**config.mk**
```make
export PLATFORM = sky130hd
export DESIGN_NAME = im_addr_sequencer
export DESIGN_NICKNAME = d
export VERILOG_FILES = /design/src/rtl/im_addr_sequencer.sv
export SDC_FILE = /design/constraint.sdc
export NUM_CORES = 1
export LEC_CHECK = 0
export CAP_MARGIN = 5
export CORE_MARGIN = 2
export CORE_UTILIZATION = 40
export CTS_BUF_LIST = sky130_fd_sc_hd__clkbuf_2
export DETAILED_ROUTE_END_ITERATION = 10
export SLEW_MARGIN = 20
export SYNTH_ARGS = -nofsm -noshare
export SYNTH_HDL_FRONTEND = slang
export SYNTH_SLANG_ARGS = --single-unit
export TNS_END_PERCENT = 50
```
**constraint.sdc**
```tcl
create_clock -name clk_i -period 6 [get_ports clk_i]
set_input_delay 0.6 -clock clk_i [delete_from_list [all_inputs] [get_ports clk_i]]
set_output_delay 0.6 -clock clk_i [all_outputs]
set_load 0.03 [all_outputs]
```
**src/rtl/im_addr_sequencer.sv**
```systemverilog
// im_addr_sequencer: walks two strided address streams (A, B) into the
// item memory low-dim ports over valid/ready handshakes.
module im_addr_sequencer #(
  parameter int unsigned ImAddrWidth = 32,
  parameter int unsigned CountWidth  = 16
) (
  input  logic                   clk_i,
  input  logic                   rst_ni,
  input  logic                   clr_i,
  input  logic                   start_i,
  output logic                   busy_o,
  output logic                   done_o,
  input  logic [CountWidth-1:0]  cfg_num_items_i,
  input  logic [ImAddrWidth-1:0] cfg_a_base_i,
  input  logic [ImAddrWidth-1:0] cfg_a_stride_i,
  input  logic                   cfg_b_en_i,
  input  logic [ImAddrWidth-1:0] cfg_b_base_i,
  input  logic [ImAddrWidth-1:0] cfg_b_stride_i,
  output logic [ImAddrWidth-1:0] lowdim_a_data_o,
  output logic                   im_a_data_valid_o,
  input  logic                   im_a_data_ready_i,
  output logic [ImAddrWidth-1:0] lowdim_b_data_o,
  output logic                   im_b_data_valid_o,
  input  logic                   im_b_data_ready_i,
  output logic [CountWidth-1:0]  item_count_o
);

  typedef enum logic {Idle, Run} state_e;

  localparam logic [CountWidth-1:0] CntOne = CountWidth'(1);

  state_e state_q, state_d;

  logic [CountWidth-1:0]  num_q, num_d;
  logic [CountWidth-1:0]  a_cnt_q, a_cnt_d;
  logic [CountWidth-1:0]  b_cnt_q, b_cnt_d;
  logic [ImAddrWidth-1:0] a_stride_q, a_stride_d;
  logic [ImAddrWidth-1:0] b_stride_q, b_stride_d;
  logic [ImAddrWidth-1:0] a_addr_q, a_addr_d;
  logic [ImAddrWidth-1:0] b_addr_q, b_addr_d;
  logic                   a_valid_q, a_valid_d;
  logic                   b_valid_q, b_valid_d;
  logic                   done_q, done_d;

  logic                   a_hs, b_hs;
  logic [CountWidth-1:0]  a_cnt_inc, b_cnt_inc;

  assign a_hs      = a_valid_q & im_a_data_ready_i;
  assign b_hs      = b_valid_q & im_b_data_ready_i;
  assign a_cnt_inc = a_cnt_q + CntOne;
  assign b_cnt_inc = b_cnt_q + CntOne;

  always_comb begin
    state_d    = state_q;
    num_d      = num_q;
    a_cnt_d    = a_cnt_q;
    b_cnt_d    = b_cnt_q;
    a_stride_d = a_stride_q;
    b_stride_d = b_stride_q;
    a_addr_d   = a_addr_q;
    b_addr_d   = b_addr_q;
    a_valid_d  = a_valid_q;
    b_valid_d  = b_valid_q;
    done_d     = 1'b0;
    if (clr_i) begin
      state_d   = Idle;
      a_cnt_d   = '0;
      b_cnt_d   = '0;
      a_addr_d  = '0;
      b_addr_d  = '0;
      a_valid_d = 1'b0;
      b_valid_d = 1'b0;
    end else begin
      unique case (state_q)
        Idle: begin
          if (start_i) begin
            num_d      = cfg_num_items_i;
            a_stride_d = cfg_a_stride_i;
            b_stride_d = cfg_b_stride_i;
            a_addr_d   = cfg_a_base_i;
            b_addr_d   = cfg_b_base_i;
            a_cnt_d    = '0;
            b_cnt_d    = '0;
            // Zero-length sequence completes without leaving Idle
            if (cfg_num_items_i == '0) begin
              done_d = 1'b1;
            end else begin
              state_d   = Run;
              a_valid_d = 1'b1;
              b_valid_d = cfg_b_en_i;
            end
          end
        end
        Run: begin
          if (a_hs) begin
            a_cnt_d   = a_cnt_inc;
            a_addr_d  = a_addr_q + a_stride_q;
            a_valid_d = a_cnt_inc < num_q;
          end
          if (b_hs) begin
            b_cnt_d   = b_cnt_inc;
            b_addr_d  = b_addr_q + b_stride_q;
            b_valid_d = b_cnt_inc < num_q;
          end
          if (!a_valid_d && !b_valid_d) begin
            state_d = Idle;
            done_d  = 1'b1;
          end
        end
        default: state_d = Idle;
      endcase
    end
  end

  always_ff @(posedge clk_i or negedge rst_ni) begin
    if (!rst_ni) begin
      state_q    <= Idle;
      num_q      <= '0;
      a_cnt_q    <= '0;
      b_cnt_q    <= '0;
      a_stride_q <= '0;
      b_stride_q <= '0;
      a_addr_q   <= '0;
      b_addr_q   <= '0;
      a_valid_q  <= 1'b0;
      b_valid_q  <= 1'b0;
      done_q     <= 1'b0;
    end else begin
      state_q    <= state_d;
      num_q      <= num_d;
      a_cnt_q    <= a_cnt_d;
      b_cnt_q    <= b_cnt_d;
      a_stride_q <= a_stride_d;
      b_stride_q <= b_stride_d;
      a_addr_q   <= a_addr_d;
      b_addr_q   <= b_addr_d;
      a_valid_q  <= a_valid_d;
      b_valid_q  <= b_valid_d;
      done_q     <= done_d;
    end
  end

  assign busy_o            = (state_q == Run);
  assign done_o            = done_q;
  assign lowdim_a_data_o   = a_addr_q;
  assign im_a_data_valid_o = a_valid_q;
  assign lowdim_b_data_o   = b_addr_q;
  assign im_b_data_valid_o = b_valid_q;
  assign item_count_o      = a_cnt_q;

endmodule

```
* Word level (Yosys, flattened, before mapping)
Cells that the tools add are included.
Word-level totals: input bits 151, logic and storage cells 72, output and inout bits 84, flip-flop bits (word level) 180
Operators by class: multiplexer cells 39, order comparisons 2, reductions and logical operators 8, add/sub/neg operators 4, eq/ne operators 4, bitwise logic cells 4
Operators with widths (count):
- $mux W32 | 6
- $pmux W32 S2 | 2
- $mux W16 | 5
- $add A32 B32 Y32 | 2
- $pmux W16 S2 | 2
- $add A16 B1 Y16 const B | 2
- $lt A16 B16 Y1 | 2
- $mux W1 | 20
- $logic_not A16 Y1 | 1
- $pmux W1 S2 | 4
- $ne A3 B2 Y1 const B | 2
- $ne A3 B3 Y1 const B | 2
- $reduce_and A2 Y1 | 3
- $reduce_and A3 Y1 | 1
- $and A1 B1 Y1 | 2
- $logic_not A1 Y1 | 2
- $not A1 Y1 | 2
- $logic_and A1 B1 Y1 | 1

* Logic depth before layout (Yosys ltp)
Gate-level depths: netlist (run 1).
depth in word-level cells 10, mapped depth 14, gate-level depth less buffers 14

* Least setup slack after synthesis (run 1)
OpenSTA, ideal clock, no wires.
path type register to register, start reg a_cnt_q[0] (netlist: item_count_o[0]), end reg state_q (netlist: busy_o), buffers on the path 0, clock period less this slack 3.066 ns, slack 2.934 ns, cell stages (with the launch flop) 14, setup time 0.131 ns, arrival time 2.935 ns, data required time 5.869 ns, cell sequence dfrtp_1 > ha_1 > nand3_1 > nor2_1 > and3_1 > and3_1 > xor2_1 > ha_1 > and4_1 > o2111ai_1 > and3_1 > o211ai_1 > o21ai_0 > o21bai_1
Between the ends: longest elaborated chain between the ends 10
RTL lines:
- start: declaration | RTL line 35 | logic [CountWidth-1:0] a_cnt_q, a_cnt_d;
- start signal: assignment | RTL line 131 | a_cnt_q <= a_cnt_d;
- $add A16 B1 Y16 | RTL line 50 | assign a_cnt_inc = a_cnt_q + CntOne;
- $lt A16 B16 Y1 | RTL line 98 | a_valid_d = a_cnt_inc < num_q;
- $mux W1 | RTL line 95 | if (a_hs) begin
- $mux W1 | RTL line 74 | unique case (state_q)
- $mux W1 | RTL line 65 | if (clr_i) begin
- $logic_not A1 Y1 | RTL line 105 | if (!a_valid_d && !b_valid_d) begin
- $logic_and A1 B1 Y1 | RTL line 105
- $mux W1 | RTL line 105
- $pmux W1 S2 | RTL line 74
- $mux W1 | RTL line 65
- net state_d | RTL line 32 | state_e state_q, state_d;
- end signal: assignment | RTL line 117 | state_q <= Idle;
- end signal: assignment | RTL line 129 | state_q <= state_d;
- end: declaration | RTL line 32
The timed path passes the listed nets, and every way through them passes these cells. The select of a mux whose other input is x is not followed. A chain may end at the register's enable or synchronous reset.

* Final worst setup path (run 1)
start reg a_stride_q[0], end reg a_addr_q[30] (netlist: lowdim_a_data_o[30])
Between the ends: longest elaborated chain between the ends 4
RTL lines:
- start: declaration | RTL line 37 | logic [ImAddrWidth-1:0] a_stride_q, a_stride_d;
- start signal: assignment | RTL line 133 | a_stride_q <= a_stride_d;
- $add A32 B32 Y32 | RTL line 97 | a_addr_d = a_addr_q + a_stride_q;
- $mux W32 | RTL line 95
- $pmux W32 S2 | RTL line 74
- $mux W32 | RTL line 65
- end signal: assignment | RTL line 135 | a_addr_q <= a_addr_d;
- end: declaration | RTL line 39 | logic [ImAddrWidth-1:0] a_addr_q, a_addr_d;
No other way between the ends. The select of a mux whose other input is x is not followed.

==> flow_summary.ini, run 1 <==
[clock_network]
cts.sinks = 180
cts_tree = yes
cts_buffer_depth = 2
insertion_delay_ps = 790
numCtsBuffers = 17
cts_setup_buffers = 0
h-tree-depth = 4
path_clk_slew_ps = 300
cts_root_buf = clkbuf_2

[yosys]
ys_async_sr_fraction_pct = 100.0
ys_ff_latch = 180
synthesis.area_um2 = 11770
syn_avg_cell_area_um2 = 9.184
ys.flop_type = dfrtp_1
syn_nets = 1529
seq_area_frac_synth_pct = 38.26
synth_edf_count = 0
yosys_warnings = 0
syn_inst = 1282
synth_cell_types = 67

[power]
power.leakage_nw = 6.499
p_per_area_nw_per_um2 = 289.4
intPower_mw = 2.451
p_clk_share_pct = 13.8
seqPwrFrac_pct = 36.9
peakVddDrop_v = 0.0001239
p_sw_share_pct = 42.32
p_switching_mw = 1.798
combPwrFrac_pct = 49.4

[sta]
timing.fmax_mhz = 298.1
relSlewSlack_pct = 32.16
setup-violations-final = 0
finalSetupTns_ps = 0
worstMarginPinSlew_ps = 1015
slew_violations = 0
finalCritPeriodShare_pct = 55.90
hold_violations = 0
fin_skew_ps = 49.98
rsz0062_at_grt = no
period_minus_slack_ps = 3354

[setup_path]
reg2reg_slack_ps = 2650
rr_startpoint = a_stride_q[0]
cp-endpoint = lowdim_a_data_o[30]
cp_max_fo = 5
r2r_end = lowdim_a_data_o[30]
crit_arrival_ps = 3970
critPathCaptureType = flop
worstRegToRegCells = 12
crit_path_start_kind = flop
required_ps = 6620
critPathKind = reg2reg
cp-startpoint = a_stride_q[0]

[final_layout]
nFillCells = 2718
postLayoutCoreUtil_pct = 50.88
instances_no_fill = 1887
final_area_um2 = 14680
area_growth_syn_to_layout_pct = 24.70
drive_gt1_share_pct = 8.133
final_nets = 1735

[place]
portBuffers = 234
place_congestion = 0.8855
dp_cells = 1852
detailed_place_hpwl_um = 25970
post_dp_cell_area_um2 = 14470

[grt]
grt_max_degree = 93
track_usage_pct = 22.68
grt_pass1_vias = 10210
grt_pass1_wl_um = 55260
grt_antenna_before_repair = 4
grt-ovfl-total = 0

[die]
rows = 62
core_area_um2 = 28860
die_h_um = 175.6
start_util_pct = 40.80
dieArea_um2 = 30820
dieWidth_um = 175.6
boundaryPins = 235

[drt]
drcViolationCount = 0
drt-wirelength-per-cell_um = 18.59
dr_total_vias = 10490
drt_iter0_drc = 624
drt-pass1-iter-count = 5
routed_via_density = 5.560
wl_um = 35080
ant_nets = 0

[run]
maxCapViolCount = 0

[outcome]
status = finished, final reports clean

[min_path]
hp-class = in2reg
## per-layer routing
layer,wire length (µm),share of wire [%],track usage [%],up-vias
met3,2188,6.2,4.827,35
met5,27,0.077,0,-
li1,-,-,-,5079
met2,16290,46,36.48,287
met4,467,1.3,4.718,4
met1,16110,46,31.56,5087
## how the worst min path moves through the flow
stage / start / to / cells past startpoint
after floorplan: rst_ni / a_stride_q[0] / 0
after global placement: lowdim_a_data_o[0] / lowdim_a_data_o[0] / 2
after detailed placement: b_stride_q[17] / b_stride_q[17] / 1
after CTS: cfg_num_items_i[3] / num_q[3] / 3
after global routing: cfg_b_stride_i[1] / b_stride_q[1] / 3
final: cfg_num_items_i[3] / num_q[3] / 3
## cells in the mapped netlist, drive strengths merged, types with 8 or more instances
library cell / n / area share, %
o21ai: 130 / 5.5
a21o: 30 / 1.9
nand4: 9 / 0.48
inv: 39 / 1.2
mux2i: 16 / 1.4
and3: 30 / 1.6
mux2: 63 / 6.0
dfrtp: 180 / 38
o21a: 10 / 0.65
nand2: 131 / 4.2
a21oi: 86 / 3.7
o31ai: 8 / 0.51
xnor2: 37 / 2.8
o211ai: 8 / 0.51
a221oi: 19 / 1.4
a211oi: 10 / 0.64
nor3: 23 / 0.98
clkbuf: 47 / 1.5
o21bai: 11 / 0.70
a31oi: 17 / 0.90
xor2: 35 / 2.6
ha: 94 / 10
nor2: 93 / 3.0
buf: 10 / 0.35
nor2b: 15 / 0.80
and2: 8 / 0.43
nand3: 29 / 1.2
## logic make-up (layout without fill, tap and decap cells)
group	count (synthesis)	after routing	share of synthesized area [%]
compound gates	385	385	20.66
simple gates	374	374	14.92
flops	180	180	38.26
fa+ha+maj	96	96	10.33
buf+inv	96	314	3.092
mux	79	79	7.386
xor+xnor	72	72	5.356
other cells	0	3	0
## flip-flops by register name, summed over array words and instances (netlist names)
register,count
a_stride_q,32
b_stride_q,32
lowdim_a_data_o,32
lowdim_b_data_o,32
b_cnt_q,16
item_count_o,16
num_q,16
busy_o,1
done_o,1
im_a_data_valid_o,1
im_b_data_valid_o,1
## critical path, cell delays in order (launching register included)
cell      delay (ps)
dfrtp_1          410
ha_1             170
inv_1             60
fa_1             390
nor2b_1          240
o211ai_1         130
a21boi_0         450
o21ai_0          190
o221ai_1         350
a221o_1          370
nor2_1            90
a211oi_1         230
a31oi_1          110
## through the flow
stage / hold slack [ps] / power, mW / worst slack (ps)
finish: 338.4 / 4.249 / 2646
floorplan: 304.4 / 2.999 / 2934
detailed placement: 501.3 / 3.673 / 2346
global route: 281.9 / 4.570 / 2315
CTS: 292.0 / 4.270 / 2635
global placement: 490.8 / 3.648 / 2407
## cell type report
cell class	instances	area, µm²	area share [%]
diodes	3	7.507	0.05113
repair buffers	244	2424	16.51
well taps	384	480.5	3.273
clock buffers	19	95.09	0.6477
clock inverters	12	98.84	0.6733
flip-flops and latches	180	4506	30.69
inverters	39	146.4	0.9971
multi-input cells	1006	6924	47.16
## repair_timing
item                                   in CTS  in global routing
setup endpoints to repair                   0                  0
resized for setup                           0                  0
endpoints found under the hold margin      90                  0
hold buffers                                1                  0
## placed cells by master (no fill, tap or decap), types with 5 or more instances in the layout
master	synthesis	routed
clkdlybuf4s50_1	0	233
dfrtp_1	180	179
nor2b_1	15	15
o21a_1	9	9
clkbuf_2	0	19
o21ai_0	128	128
and3_1	30	30
nand3_1	29	29
or3_1	7	7
a31oi_1	17	17
nor3_1	23	23
o21bai_1	11	11
ha_1	94	94
nand4_1	9	9
a211oi_1	10	10
a22oi_1	5	5
o31ai_1	8	8
and4_1	6	6
mux2_2	63	63
nor2_1	93	91
buf_4	0	9
o211ai_1	8	8
nand2b_1	5	5
and2_1	8	6
a22o_1	6	6
nand2_1	131	131
xor2_1	35	35
xnor2_1	37	37
inv_1	38	38
a21o_1	29	29
a221oi_1	19	19
mux2i_1	16	16
a21oi_1	85	85
## power groups by stage
stage	Combinational (mW)	Sequential, mW	Clock [mW]
6_report	2.10	1.57	0.586
5_1_grt	2.32	1.60	0.657
4_1_cts	2.10	1.57	0.606
3_5_place_dp	2.08	1.59	0
3_3_place_gp	2.06	1.59	0
2_1_floorplan	1.30	1.70	0
(Power assumes the default switching activity.)
==> run 2, diff against run 1 <==
--- a/config.mk
+++ b/config.mk
@@ -10,6 +10,7 @@
 export CORE_UTILIZATION = 40
 export CTS_BUF_LIST = sky130_fd_sc_hd__clkbuf_2
 export DETAILED_ROUTE_END_ITERATION = 10
+export PLACE_DENSITY = 0.67
 export SLEW_MARGIN = 20
 export SYNTH_ARGS = -nofsm -noshare
 export SYNTH_HDL_FRONTEND = slang
==> constraint.sdc (replaced) <==
create_clock -name clk_i -period 2.9 [get_ports clk_i]
set_input_delay 0.29 -clock clk_i [delete_from_list [all_inputs] [get_ports clk_i]]
set_output_delay 0.29 -clock clk_i [all_outputs]
set_load 0.03 [all_outputs]
==> run 2 against run 1 <==
Effect of this change: clock skew down 0.66 ps; utilization up 4.7 points; critical path type unchanged; die area unchanged; global-route usage up 0.82 points; sequential power up 110%; wire length up 5.0%; maximum frequency up 19%; non-clock buffer count up 113.
==> flow_summary.ini, run 2 (same netlist as run 1, synthesis figures left out) <==
[setup_path]
r2r_end = busy_o
rr_startpoint = item_count_o[0]
required_ps = 3640
reg2reg_slack_ps = 70
critical_path_buf_inv_count = 0
critPathCaptureType = flop
cp_top_family = compound AO/OA/AOI/OAI gates
cp_max_fo = 3
worstRegToRegCells = 13
critPathKind = reg2reg
max_stage_delay_ps = 450
crit_arrival_ps = 3570
slowest_stage = dfrtp_2
crit_chain = ha_2 > nand3_4 > nor2_4 > xor2_1 > ha_1 > and4_1 > a2111oi_2 > o21ai_1 > o2111ai_1 > and3_1 > o211ai_1 > o21ai_1 > o21bai_1
crit_path_start_kind = flop
cp_common_cell = o21ai_1

[sta]
period_minus_slack_ps = 2828
hold_violations = 0
fin_skew_ps = 49.31
finalCritPeriodShare_pct = 97.52
setup-violations-final = 0
relSlewSlack_pct = 44.32
rsz0062_at_grt = yes
worstMarginPinSlew_ps = 832.2
timing.fmax_mhz = 353.6
slew_violations = 0
holdWs_ps = 66.59

[min_path]
hp-class = in2reg
holdPathStages = 3
min_to = num_q[11]
hp-start = cfg_num_items_i[11]

[final_layout]
area_growth_syn_to_layout_pct = 36.23
final_cell_mix = clkdlybuf4s50_1 (233), dfrtp_1 (176), nand2_1 (131)
mostFrequentLayoutCell = clkdlybuf4s50_1
drive_gt1_share_pct = 14.06
instances_no_fill = 2000
final_nets = 1848
final_area_um2 = 16040

[drt]
drcViolationCount = 0
ant_nets = 0
drt_iter0_drc = 613
drt-wirelength-per-cell_um = 18.42
routed_via_density = 5.493
wl_um = 36850
drt-pass1-iter-count = 5
dr_total_vias = 10990

[outcome]
status = finished, final reports clean

[die]
rows = 62
core_area_um2 = 28860
start_util_pct = 40.80
dieArea_um2 = 30820
die_h_um = 175.6
dieWidth_um = 175.6
boundaryPins = 235

[clock_network]
cts_tree = yes
h-tree-depth = 4
cts.sinks = 180
cts_buffer_depth = 2
numCtsBuffers = 17
cts_root_buf = clkbuf_2
insertion_delay_ps = 830
path_clk_slew_ps = 280

[grt]
grt-ovfl-total = 0
grt_max_degree = 66
grt_pass1_wl_um = 57460
track_usage_pct = 23.50
grt_antenna_before_repair = 2
grt_pass1_vias = 10830

[place]
post_dp_cell_area_um2 = 14870
dp_cells = 1894
portBuffers = 234
place_congestion = 0.9280
detailed_place_hpwl_um = 26490

[run]
maxCapViolCount = 0

[power]
peakVddDrop_v = 0.0003125
power.leakage_nw = 7.083
p_per_area_nw_per_um2 = 579.0
finalPower_mw = 9.286
[run 2: tightest hold or removal path, stage by stage]
cell and delay [ps]:
clkdlybuf4s50_1 420, nand2_1 60, o21ai_0 80
[run 2: cell type report]
| cell class | instances | area, µm² |
|---|---|---|
| sequential | 180 | 4509 |
| clock inverter | 14 | 146.4 |
| inverter | 39 | 146.4 |
| fill | 2602 | 12820 |
| clock buffer | 18 | 90.09 |
| multi-input combinational | 1006 | 7151 |
| antenna | 2 | 5.005 |
| tap | 384 | 480.5 |
| timing repair buffer | 357 | 3511 |
[run 2: timing repair]
action / 4_1_cts / 5_1_grt
pin swaps: 2 / 19
resized for setup: 5 / 56
buffers inserted: 0 / 17
endpoints found under the hold margin: 214 / 18
setup endpoints to repair: 13 / 30
hold buffers: 37 / 18
[run 2: power by group]
group	total [mW]	internal (mW)	switching (mW)
sequential	3.25	2.92	0.330
clock	1.36	0.349	1.01
combinational	4.68	2.13	2.55
[run 2: metal layers]
metal	vias up	GRT usage, %	part of all wire (%)
li1	5324	-	-
met1	5288	31.37	45
met2	331	38.99	47
met3	42	5.130	6.0
met4	0	5.647	1.5
met5	-	0	0
[run 2: how the worst max path moves through the flow]
stage | cells past startpoint | slack, ps | startpoint | to
global route | 12 | -100 | lowdim_b_data_o[0] | lowdim_b_data_o[30]
detailed placement | 12 | -50 | lowdim_a_data_o[0] | lowdim_a_data_o[22]
CTS | 10 | -30 | lowdim_b_data_o[9] | lowdim_b_data_o[27]
floorplan | 13 | 6 | item_count_o[0] | busy_o
finish | 13 | 70 | item_count_o[0] | busy_o
global placement | 10 | 10 | lowdim_b_data_o[9] | lowdim_b_data_o[31]
[run 2: through the flow]
step | utilization (%) | worst slack (ps) | TNS, ps
final | 55.58 | 71.84 | 0
after detailed placement | 51.51 | -53.36 | -166.0
after floorplan | - | 6.366 | 0
after CTS | 53.70 | -33.81 | -81.72
after global routing | 55.58 | -95.64 | -276.3
after global placement | 51.51 | 10.88 | 0
==> run 3, diff against run 2 <==
--- a/config.mk
+++ b/config.mk
@@ -10,6 +10,7 @@
 export CORE_UTILIZATION = 40
 export CTS_BUF_LIST = sky130_fd_sc_hd__clkbuf_2
 export DETAILED_ROUTE_END_ITERATION = 10
+export GPL_TIMING_DRIVEN = 0
 export PLACE_DENSITY = 0.67
 export SLEW_MARGIN = 20
 export SYNTH_ARGS = -nofsm -noshare
==> run 3 against run 2 <==
Effect of this change: sequential power about the same; worst hold slack better by 8.6 ps; combinational power about the same; first-iteration DRC count up 34%; count of clock-buffer cells in the layout stayed put; clock power is essentially flat; wire length up 6.9%; critical path depth decreased by 3; total power decreased by 0.14%; the flow now finishes with violations (setup timing); sequential share of layout area grew 0.74 points; maximum frequency fell by 3.7%.
==> flow_summary.ini, run 3 (same netlist as run 1, synthesis figures left out) <==
[place]
detailed_place_hpwl_um = 29100
place_ws_ps = -1237
portBuffers = 234
dp_cells = 1901
place_congestion = 0.9202

[clock_network]
path_clk_slew_ps = 280
cts_tree = yes
cts.sinks = 180
insertion_delay_ps = 790
h-tree-depth = 4
numCtsBuffers = 17
cts_buffer_depth = 2
cts_root_buf = clkbuf_2

[sta]
hold_violations = 0
period_minus_slack_ps = 2937
worstMarginPinSlew_ps = 1010
fin_skew_ps = 64.28
fin_ws_ps = -37.29
finalSetupTns_ps = -37.29
relSlewSlack_pct = 32.63
timing.fmax_mhz = 340.5
rsz0062_at_grt = yes
finalCritPeriodShare_pct = 101.3
setup-violations-final = 1
slew_violations = 0
holdWs_ps = 75.19

[grt]
met1_usage_pct = 33.72
grt_pass1_wl_um = 60170
grt_pass1_vias = 11020
globalRouteMet3Util_pct = 5.000
use_met2_pct = 40.94
busiest_layer = met2
grt_max_degree = 96
grt_antenna_before_repair = 6
track_usage_pct = 25.01
grt-ovfl-total = 0

[min_path]
hp-class = in2async

[setup_path]
critPathCaptureType = flop
required_ps = 3600
critPathKind = reg2reg
cp_max_fo = 7
crit_path_start_kind = flop
crit_arrival_ps = 3640

[die]
start_util_pct = 40.80
dieArea_um2 = 30820
boundaryPins = 235
rows = 62
dieWidth_um = 175.6
core_area_um2 = 28860
die_h_um = 175.6

[drt]
drt_iter0_drc = 820
drt-pass1-iter-count = 6
dr_total_vias = 11280
routed_via_density = 5.695
drt-wirelength-per-cell_um = 19.89
ant_nets = 0
wl_um = 39410
drcViolationCount = 0

[power]
p_sw_share_pct = 42.58
combPwrFrac_pct = 50.7
p_switching_mw = 3.948
seqPwrFrac_pct = 35.0
finalPower_mw = 9.273
p_clk_share_pct = 14.3
power.leakage_nw = 6.827
peakVddDrop_v = 0.0003276
p_per_area_nw_per_um2 = 592.9
intPower_mw = 5.325

[outcome]
violations = setup timing
status = finished, violations left

[final_layout]
final_nets = 1829
final_cell_mix = clkdlybuf4s50_1 (233), dfrtp_1 (173), nand2_1 (131)
area_growth_syn_to_layout_pct = 32.84
instances_no_fill = 1981
mostFrequentLayoutCell = clkdlybuf4s50_1
drive_gt1_share_pct = 14.17

[run]
maxCapViolCount = 0
## run 3: cell types whose count changed in the layout (fill, tap and decap cells not counted), sizes merged
cell,delta
clkbuf,+42
dlygate4sd3,-41
buf,-20
clkinv,+4
clkinvlp,-2
inv,-2
## run 3: area by class of cell
type / count / area (µm²)
inverters: 39 / 146.4
repair buffers: 285 / 2794
flip-flops and latches: 180 / 4513
fillers: 2687 / 13220
plain buffers: 53 / 212.7
clock buffers: 18 / 90.09
clock inverters: 14 / 127.6
well taps: 384 / 480.5
diodes: 2 / 5.005
multi-input cells: 1006 / 7271
## run 3: layer usage
metal | vias up | routed length (µm)
met2 | 437 | 18300
met4 | 6 | 864
met5 | - | 31
met1 | 5488 | 17400
li1 | 5280 | -
met3 | 71 | 2801
## run 3: through the flow
step           instance area [µm²]  util, %
6_report                     15640    54.20
5_1_grt                      15640    54.20
4_1_cts                      15190    52.63
3_5_place_dp                 14630    50.71
3_3_place_gp                 14600    50.60
2_1_floorplan                11780        -
## run 3: power groups by stage
| stage | logic, mW | clock network, mW | registers [mW] |
|---|---|---|---|
| CTS | 4.49 | 1.35 | 3.24 |
| detailed placement | 4.36 | 0 | 3.28 |
| finish | 4.70 | 1.33 | 3.24 |
| floorplan | 2.68 | 0 | 3.52 |
| global placement | 4.28 | 0 | 3.28 |
| global route | 5.12 | 1.45 | 3.30 |
## run 3: worst paths after layout
kind / startpoint / endpoint / slack, ps / cells past startpoint
max in group asynchronous: rst_ni / item_count_o[1] / 1860 / 3
max: lowdim_b_data_o[15] / lowdim_b_data_o[30] / -40 / 10
min reg2reg: b_cnt_q[11] / b_cnt_q[11] / 550 / 1
max reg2reg: lowdim_b_data_o[15] / lowdim_b_data_o[30] / -40 / 10
min: rst_ni / b_stride_q[18] / 80 / 2
min in group clk_i: cfg_num_items_i[3] / num_q[3] / 80 / 3
## run 3: timing repair
item	CTS	global route
buffers inserted	21	16
gates resized for setup	54	49
hold buffers	3	10
endpoints found under the hold margin	96	10
pin swaps	7	24
endpoints found under the setup margin	155	25
## run 3: worst max-delay path, cell delays in order, from the launching register on
cell and delay (ps):
dfrtp_1 470, ha_2 350, a21oi_1 180, o21ai_0 180
o41a_1 390, a21oi_1 130, a21bo_1 240, o41a_1 420
nor4b_4 270, a311oi_2 80, o22ai_1 170
